### src/rtl/gc_response_rx_pkg.sv
// Shared GameCube line timing constants and receiver FSM encodings, also used by
// the query sender and the stick/button unpacker.
package gc_response_rx_pkg;

  localparam int unsigned GC_RESP_BITS = 64;
  localparam int unsigned GC_THRESH    = 200;
  localparam int unsigned GC_LOW_MAX   = 450;
  localparam int unsigned GC_RESP_TO   = 10000;
  localparam int unsigned GC_BIT_TO    = 600;

  localparam int unsigned GC_CNT_W = 16;

  localparam logic [1:0] ST_IDLE      = 2'd0;
  localparam logic [1:0] ST_WAIT_EDGE = 2'd1;
  localparam logic [1:0] ST_MEAS_LOW  = 2'd2;
  localparam logic [1:0] ST_DONE      = 2'd3;

  function automatic logic [GC_CNT_W-1:0] gc_sat_inc(input logic [GC_CNT_W-1:0] v);
    return (v == '1) ? v : v + GC_CNT_W'(1);
  endfunction

endpackage

### src/rtl/gc_response_rx_line_sync.sv
// Two-flop synchronizer for the raw GC data line with single-cycle rise/fall strobes.
module gc_line_sync (
  input  logic clk_i,
  input  logic rst_i,
  input  logic line_i,
  output logic rise_o,
  output logic fall_o
);

  logic s1_q;
  logic s2_q;
  logic prev_q;

  always_ff @(posedge clk_i or posedge rst_i) begin
    if (rst_i) begin
      s1_q   <= 1'b0;
      s2_q   <= 1'b0;
      prev_q <= 1'b0;
    end else begin
      s1_q   <= line_i;
      s2_q   <= s1_q;
      prev_q <= s2_q;
    end
  end

  assign rise_o = s2_q & ~prev_q;
  assign fall_o = ~s2_q & prev_q;

endmodule

### src/rtl/gc_response_rx.sv
// GameCube controller reply receiver: measures each bit's low time, shifts in the
// response bits, checks the stop bit and publishes the word.
module gc_response_rx
  import gc_response_rx_pkg::*;
#(
  parameter int unsigned NBITS   = GC_RESP_BITS,
  parameter int unsigned THRESH  = GC_THRESH,
  parameter int unsigned LOW_MAX = GC_LOW_MAX,
  parameter int unsigned RESP_TO = GC_RESP_TO,
  parameter int unsigned BIT_TO  = GC_BIT_TO
) (
  input  logic             clk100mhz,
  input  logic             reset,
  input  logic             data_in,
  input  logic             arm,
  output logic             busy,
  output logic [NBITS-1:0] resp_data,
  output logic             resp_valid,
  output logic             timeout_err,
  output logic             frame_err
);

  localparam int unsigned BW = $clog2(NBITS + 1);

  localparam logic [BW-1:0]       NBITS_C   = BW'(NBITS);
  localparam logic [BW-1:0]       BIT_ONE   = BW'(1);
  localparam logic [GC_CNT_W-1:0] THRESH_C  = GC_CNT_W'(THRESH);
  localparam logic [GC_CNT_W-1:0] LOW_MAX_C = GC_CNT_W'(LOW_MAX);
  localparam logic [GC_CNT_W-1:0] RESP_TO_C = GC_CNT_W'(RESP_TO);
  localparam logic [GC_CNT_W-1:0] BIT_TO_C  = GC_CNT_W'(BIT_TO);

  logic rise;
  logic fall;

  logic [1:0]          state_q,      state_d;
  logic [BW-1:0]       bit_cnt_q,    bit_cnt_d;
  logic [GC_CNT_W-1:0] timer_q,      timer_d;
  logic [GC_CNT_W-1:0] low_cnt_q,    low_cnt_d;
  logic [NBITS-1:0]    shift_q,      shift_d;
  logic [NBITS-1:0]    resp_data_q,  resp_data_d;
  logic                resp_valid_q, resp_valid_d;
  logic                timeout_q,    timeout_d;
  logic                frame_q,      frame_d;

  logic [GC_CNT_W-1:0] low_inc;
  logic [GC_CNT_W-1:0] timer_limit;
  logic                long_low;

  gc_line_sync u_sync (
    .clk_i  (clk100mhz),
    .rst_i  (reset),
    .line_i (data_in),
    .rise_o (rise),
    .fall_o (fall)
  );

  // low_inc counts the current cycle too, so it equals the full low length at the rise
  assign low_inc     = gc_sat_inc(low_cnt_q);
  assign long_low    = (low_inc >= THRESH_C);
  assign timer_limit = (bit_cnt_q == '0) ? RESP_TO_C : BIT_TO_C;

  always_comb begin
    state_d      = state_q;
    bit_cnt_d    = bit_cnt_q;
    timer_d      = timer_q;
    low_cnt_d    = low_cnt_q;
    shift_d      = shift_q;
    resp_data_d  = resp_data_q;
    resp_valid_d = 1'b0;
    timeout_d    = 1'b0;
    frame_d      = 1'b0;

    case (state_q)
      ST_IDLE: begin
        if (arm) begin
          state_d   = ST_WAIT_EDGE;
          bit_cnt_d = '0;
          timer_d   = '0;
          shift_d   = '0;
        end
      end

      ST_WAIT_EDGE: begin
        if (fall) begin
          state_d   = ST_MEAS_LOW;
          low_cnt_d = '0;
        end else if (timer_q >= timer_limit) begin
          timeout_d = 1'b1;
          state_d   = ST_IDLE;
        end else begin
          timer_d = gc_sat_inc(timer_q);
        end
      end

      ST_MEAS_LOW: begin
        if (rise) begin
          if (bit_cnt_q < NBITS_C) begin
            shift_d   = {shift_q[NBITS-2:0], ~long_low};
            bit_cnt_d = bit_cnt_q + BIT_ONE;
            timer_d   = '0;
            state_d   = ST_WAIT_EDGE;
          end else if (!long_low) begin
            // word and strobe are registered on entry so they coincide with DONE
            resp_data_d  = shift_q;
            resp_valid_d = 1'b1;
            state_d      = ST_DONE;
          end else begin
            frame_d = 1'b1;
            state_d = ST_IDLE;
          end
        end else if (low_inc >= LOW_MAX_C) begin
          frame_d = 1'b1;
          state_d = ST_IDLE;
        end else begin
          low_cnt_d = low_inc;
        end
      end

      ST_DONE: begin
        state_d = ST_IDLE;
      end

      default: begin
        state_d = ST_IDLE;
      end
    endcase
  end

  always_ff @(posedge clk100mhz or posedge reset) begin
    if (reset) begin
      state_q      <= ST_IDLE;
      bit_cnt_q    <= '0;
      timer_q      <= '0;
      low_cnt_q    <= '0;
      shift_q      <= '0;
      resp_data_q  <= '0;
      resp_valid_q <= 1'b0;
      timeout_q    <= 1'b0;
      frame_q      <= 1'b0;
    end else begin
      state_q      <= state_d;
      bit_cnt_q    <= bit_cnt_d;
      timer_q      <= timer_d;
      low_cnt_q    <= low_cnt_d;
      shift_q      <= shift_d;
      resp_data_q  <= resp_data_d;
      resp_valid_q <= resp_valid_d;
      timeout_q    <= timeout_d;
      frame_q      <= frame_d;
    end
  end

  assign busy        = (state_q != ST_IDLE);
  assign resp_data   = resp_data_q;
  assign resp_valid  = resp_valid_q;
  assign timeout_err = timeout_q;
  assign frame_err   = frame_q;

endmodule

### config.mk
export PLATFORM = sky130hd
export DESIGN_NAME = gc_response_rx
export DESIGN_NICKNAME = d
export VERILOG_FILES = /design/src/rtl/gc_response_rx_pkg.sv /design/src/rtl/gc_response_rx_line_sync.sv /design/src/rtl/gc_response_rx.sv
export SDC_FILE = /design/constraint.sdc
export NUM_CORES = 1
export LEC_CHECK = 0
export CAP_MARGIN = 40
export CORE_ASPECT_RATIO = 0.7
export CORE_UTILIZATION = 50
export CTS_BUF_LIST = sky130_fd_sc_hd__clkbuf_2 sky130_fd_sc_hd__clkbuf_4 sky130_fd_sc_hd__clkbuf_8
export DETAILED_ROUTE_END_ITERATION = 10
export PLACE_DENSITY = 0.71
export SLEW_MARGIN = 20
export SYNTH_ARGS = -nofsm -noshare
export SYNTH_HDL_FRONTEND = slang
export SYNTH_HIERARCHICAL = 1
export SYNTH_SLANG_ARGS = --single-unit
### constraint.sdc
create_clock -name clk100mhz -period 5.45 [get_ports clk100mhz]
set_input_delay 0.545 -clock clk100mhz [delete_from_list [all_inputs] [get_ports clk100mhz]]
set_output_delay 0.545 -clock clk100mhz [all_outputs]
set_load 0.02 [all_outputs]
==> metrics.txt <==
run status=finished clean; Max-cap violations=0; H-Tree Depth=4; DR vias/cell=5.68; CTS sink cnt=175; clock buffer depth=2; synth top area cells=dfrtp_1 (59%), mux2_4 (7.6%), a22o_1 (7.6%); worst r2r src=bit_cnt_q[6]; antenna violations before repair=0; largest net degree at the start of global routing=95; max incr delay on CP=0.77 ns; syn_nets=581; CTS tree=built; area leader, netlist=dfrtp_1; Post-CTS Setup Inserts=0; sequential element share of the synthesized area=58.6%; first-pass GRT wire length=24.0 mm; Placeable Area=14200 sq um; Worst-path clk slew=0.11 ns; Hold Path Class=reg -> reg; Vert. Die Dim=104 um; Mapped Area=7470 sq um; starting density of the core=52.5%; DRT antenna net count=0; HP Start=u_sync/s1_q; layout cells sized above 1=18.4%; total CTS buffers=17; Tcrit/Tclk final=60.3%; Placer Congestion=0.891; post-synth top area share=58.6%; Avg Cell Area, Syn=13.2 sq um; global route overflow=0; Final setup violation count=0; most used cell, CP=nor4_1; initial drt markers=320; vias in the first global route=4592; PortBufs=71; Nets=649; ys async rst share=100%; clk_lat worst skew=0.45 ns; FILL cells=1107; Wirelength per Cell=17.0 um; EDFF count, synth=0; Hold Path Depth=0; DRC viols=0; Syn Inst Count=567; Arrival @ worst endpoint=3.66 ns; worst-margin pin slew=0.815 ns; pwr dens=303 nW/um^2; post-layout min period=3.29 ns; root buffer cell=clkbuf_8; CP Max Fanout=10; Slew Viols, Final=0; register bit total from synthesis=175; drt pass-1 iters=5; Die ar.=15400 sq um; fmax=0.304 GHz; P&R area growth vs syn=17.3%; Worst slew margin=45.6%; Clock Skews=0.0160 ns; count of cell types in the netlist=57; Register-to-Register Setup Slack=2.16 ns; CP required=5.82 ns; post-DP HPWL=9.11 mm; Leakage=4.27 nW; IR drop worst, VDD=0.170 mV; pre-CTS WS=2.17 ns; hold endpoint=u_sync/s2_q; Die Width=148 um; Fin. Hold Viols=0; post-CTS resize count=0; RSZ-0062 raised after global routing=false; Crit Path Category=reg -> reg; reg2reg end=timer_q[6]; fin worst setup slack=2.16 ns; wirelength, routed=14.3 mm; Rows=36; diode count=0; startpoint type of the worst setup path=register; global-route usage over all layers=19.6%; number of vias in the routed layout=4763; endpoint class of the critical path=register; Hold Buf Count CTS=0; setup TNS=0 ns; slowest CP cell=nor3b_1; Yosys warning count=6; Ports=72; FF-to-FF path depth=9; CP Cell Sequence=nor4_1 -> nand3b_1 -> ha_1 -> and3_1 -> nor4_1 -> a31oi_1 -> nor3b_1 -> nand3_1 -> mux2i_1; Most used DFF post-synth=dfrtp_1
==> how the worst max path moves through the flow <==
stage | start | endpoint | slack (ns) | cells past startpoint
floorplan | reset | bit_cnt_q[0] | 0.24 | 1
global placement | low_cnt_q[0] | low_cnt_q[5] | 2.08 | 8
detailed placement | bit_cnt_q[6] | timer_q[6] | 2.17 | 9
CTS | bit_cnt_q[6] | timer_q[6] | 2.14 | 9
global route | bit_cnt_q[6] | timer_q[6] | 1.88 | 9
finish | bit_cnt_q[6] | timer_q[6] | 2.16 | 9
==> flip-flops by register name (all words and copies together) (netlist names), 2 cells and up <==
register	count
state_q	2
shift_q	64
timer_q	16
low_cnt_q	16
bit_cnt_q	7
resp_data	64
==> metrics by stage <==
step	util, %	instance area, sq um	power, W	instances	hold slack (ns)
2_1_floorplan	-	7470	0.00169	567	0.299
3_3_place_gp	58.4	8310	0.00178	802	0.340
3_5_place_dp	58.5	8330	0.00179	804	0.366
4_1_cts	61.3	8730	0.00268	836	0.358
5_1_grt	61.6	8770	0.00279	838	0.376
6_report	61.6	8770	0.00265	838	0.374
==> layout by cell type (no fill, tap or decap), types with 5 or more instances in the layout <==
cell type,count
o21ai_0,7
clkbuf_8,18
nand2b_1,6
dfrtp_1,175
nor2_1,21
and2_1,10
mux2_2,27
nor4_1,8
mux2_4,38
and3_1,9
nand3_1,10
a22o_1,65
ha_1,10
a21oi_1,7
nand4_1,9
inv_1,16
xnor2_1,9
mux2i_1,7
nor3_1,6
nor2b_1,5
buf_4,6
clkdlybuf4s50_1,71
nand2_1,30
o211ai_1,6
==> layer usage <==
| layer | up-vias | global-route usage, % | wire, um |
|---|---|---|---|
| met1 | 2420 | 30.4 | 7280 |
| li1 | 2207 | - | - |
| met2 | 120 | 27.5 | 6250 |
| met3 | 16 | 3.99 | 586 |
| met4 | 0 | 5.96 | 161 |
| met5 | - | 0 | 0 |
==> where the power goes <==
group | leakage (nW) | switching [W] | internal [W]
clock network | 0.188 | 0.000527 | 0.000355
registers | 2.43 | 0.0000509 | 0.00133
logic | 1.65 | 0.000270 | 0.000119
==> critical path: cells and delay by family, from the launching register on <==
family	cells	cell delay, ns
mux	1	0.22
flops	1	0.47
compound gates	1	0.32
simple gates	6	1.85
fa+ha+maj	1	0.35
==> cell usage after synthesis, types with 8 or more instances <==
| cell | n |
|---|---|
| nand2_1 | 30 |
| a22o_1 | 65 |
| clkbuf_1 | 15 |
| and2_1 | 10 |
| ha_1 | 10 |
| nor4_1 | 8 |
| mux2_4 | 38 |
| nand3_1 | 10 |
| nor2_1 | 22 |
| mux2_2 | 27 |
| nand4_1 | 9 |
| dfrtp_1 | 175 |
| and3_1 | 9 |
| xnor2_1 | 9 |
| inv_1 | 17 |
==> logic make-up after synthesis <==
family	synth area share [%]
flip-flops	58.6
adder cells (fa/ha/maj)	1.67
multiplexers	12.6
AO/OA/AOI/OAI	12.0
AND/OR/NAND/NOR	10.4
buffers and inverters	3.18
XOR/XNOR	1.52
==> cell type report <==
type / instances / area [sq um] / share of cell area (%)
clock buffer: 18 / 248 / 2.83
sequential: 175 / 4380 / 50.0
clock inverter: 14 / 150 / 1.71
inverter: 17 / 68.8 / 0.785
tap: 190 / 238 / 2.71
multi-input combinational: 343 / 2870 / 32.7
timing repair buffer: 81 / 816 / 9.31
No activity file was read; power rests on OpenSTA's default activity.
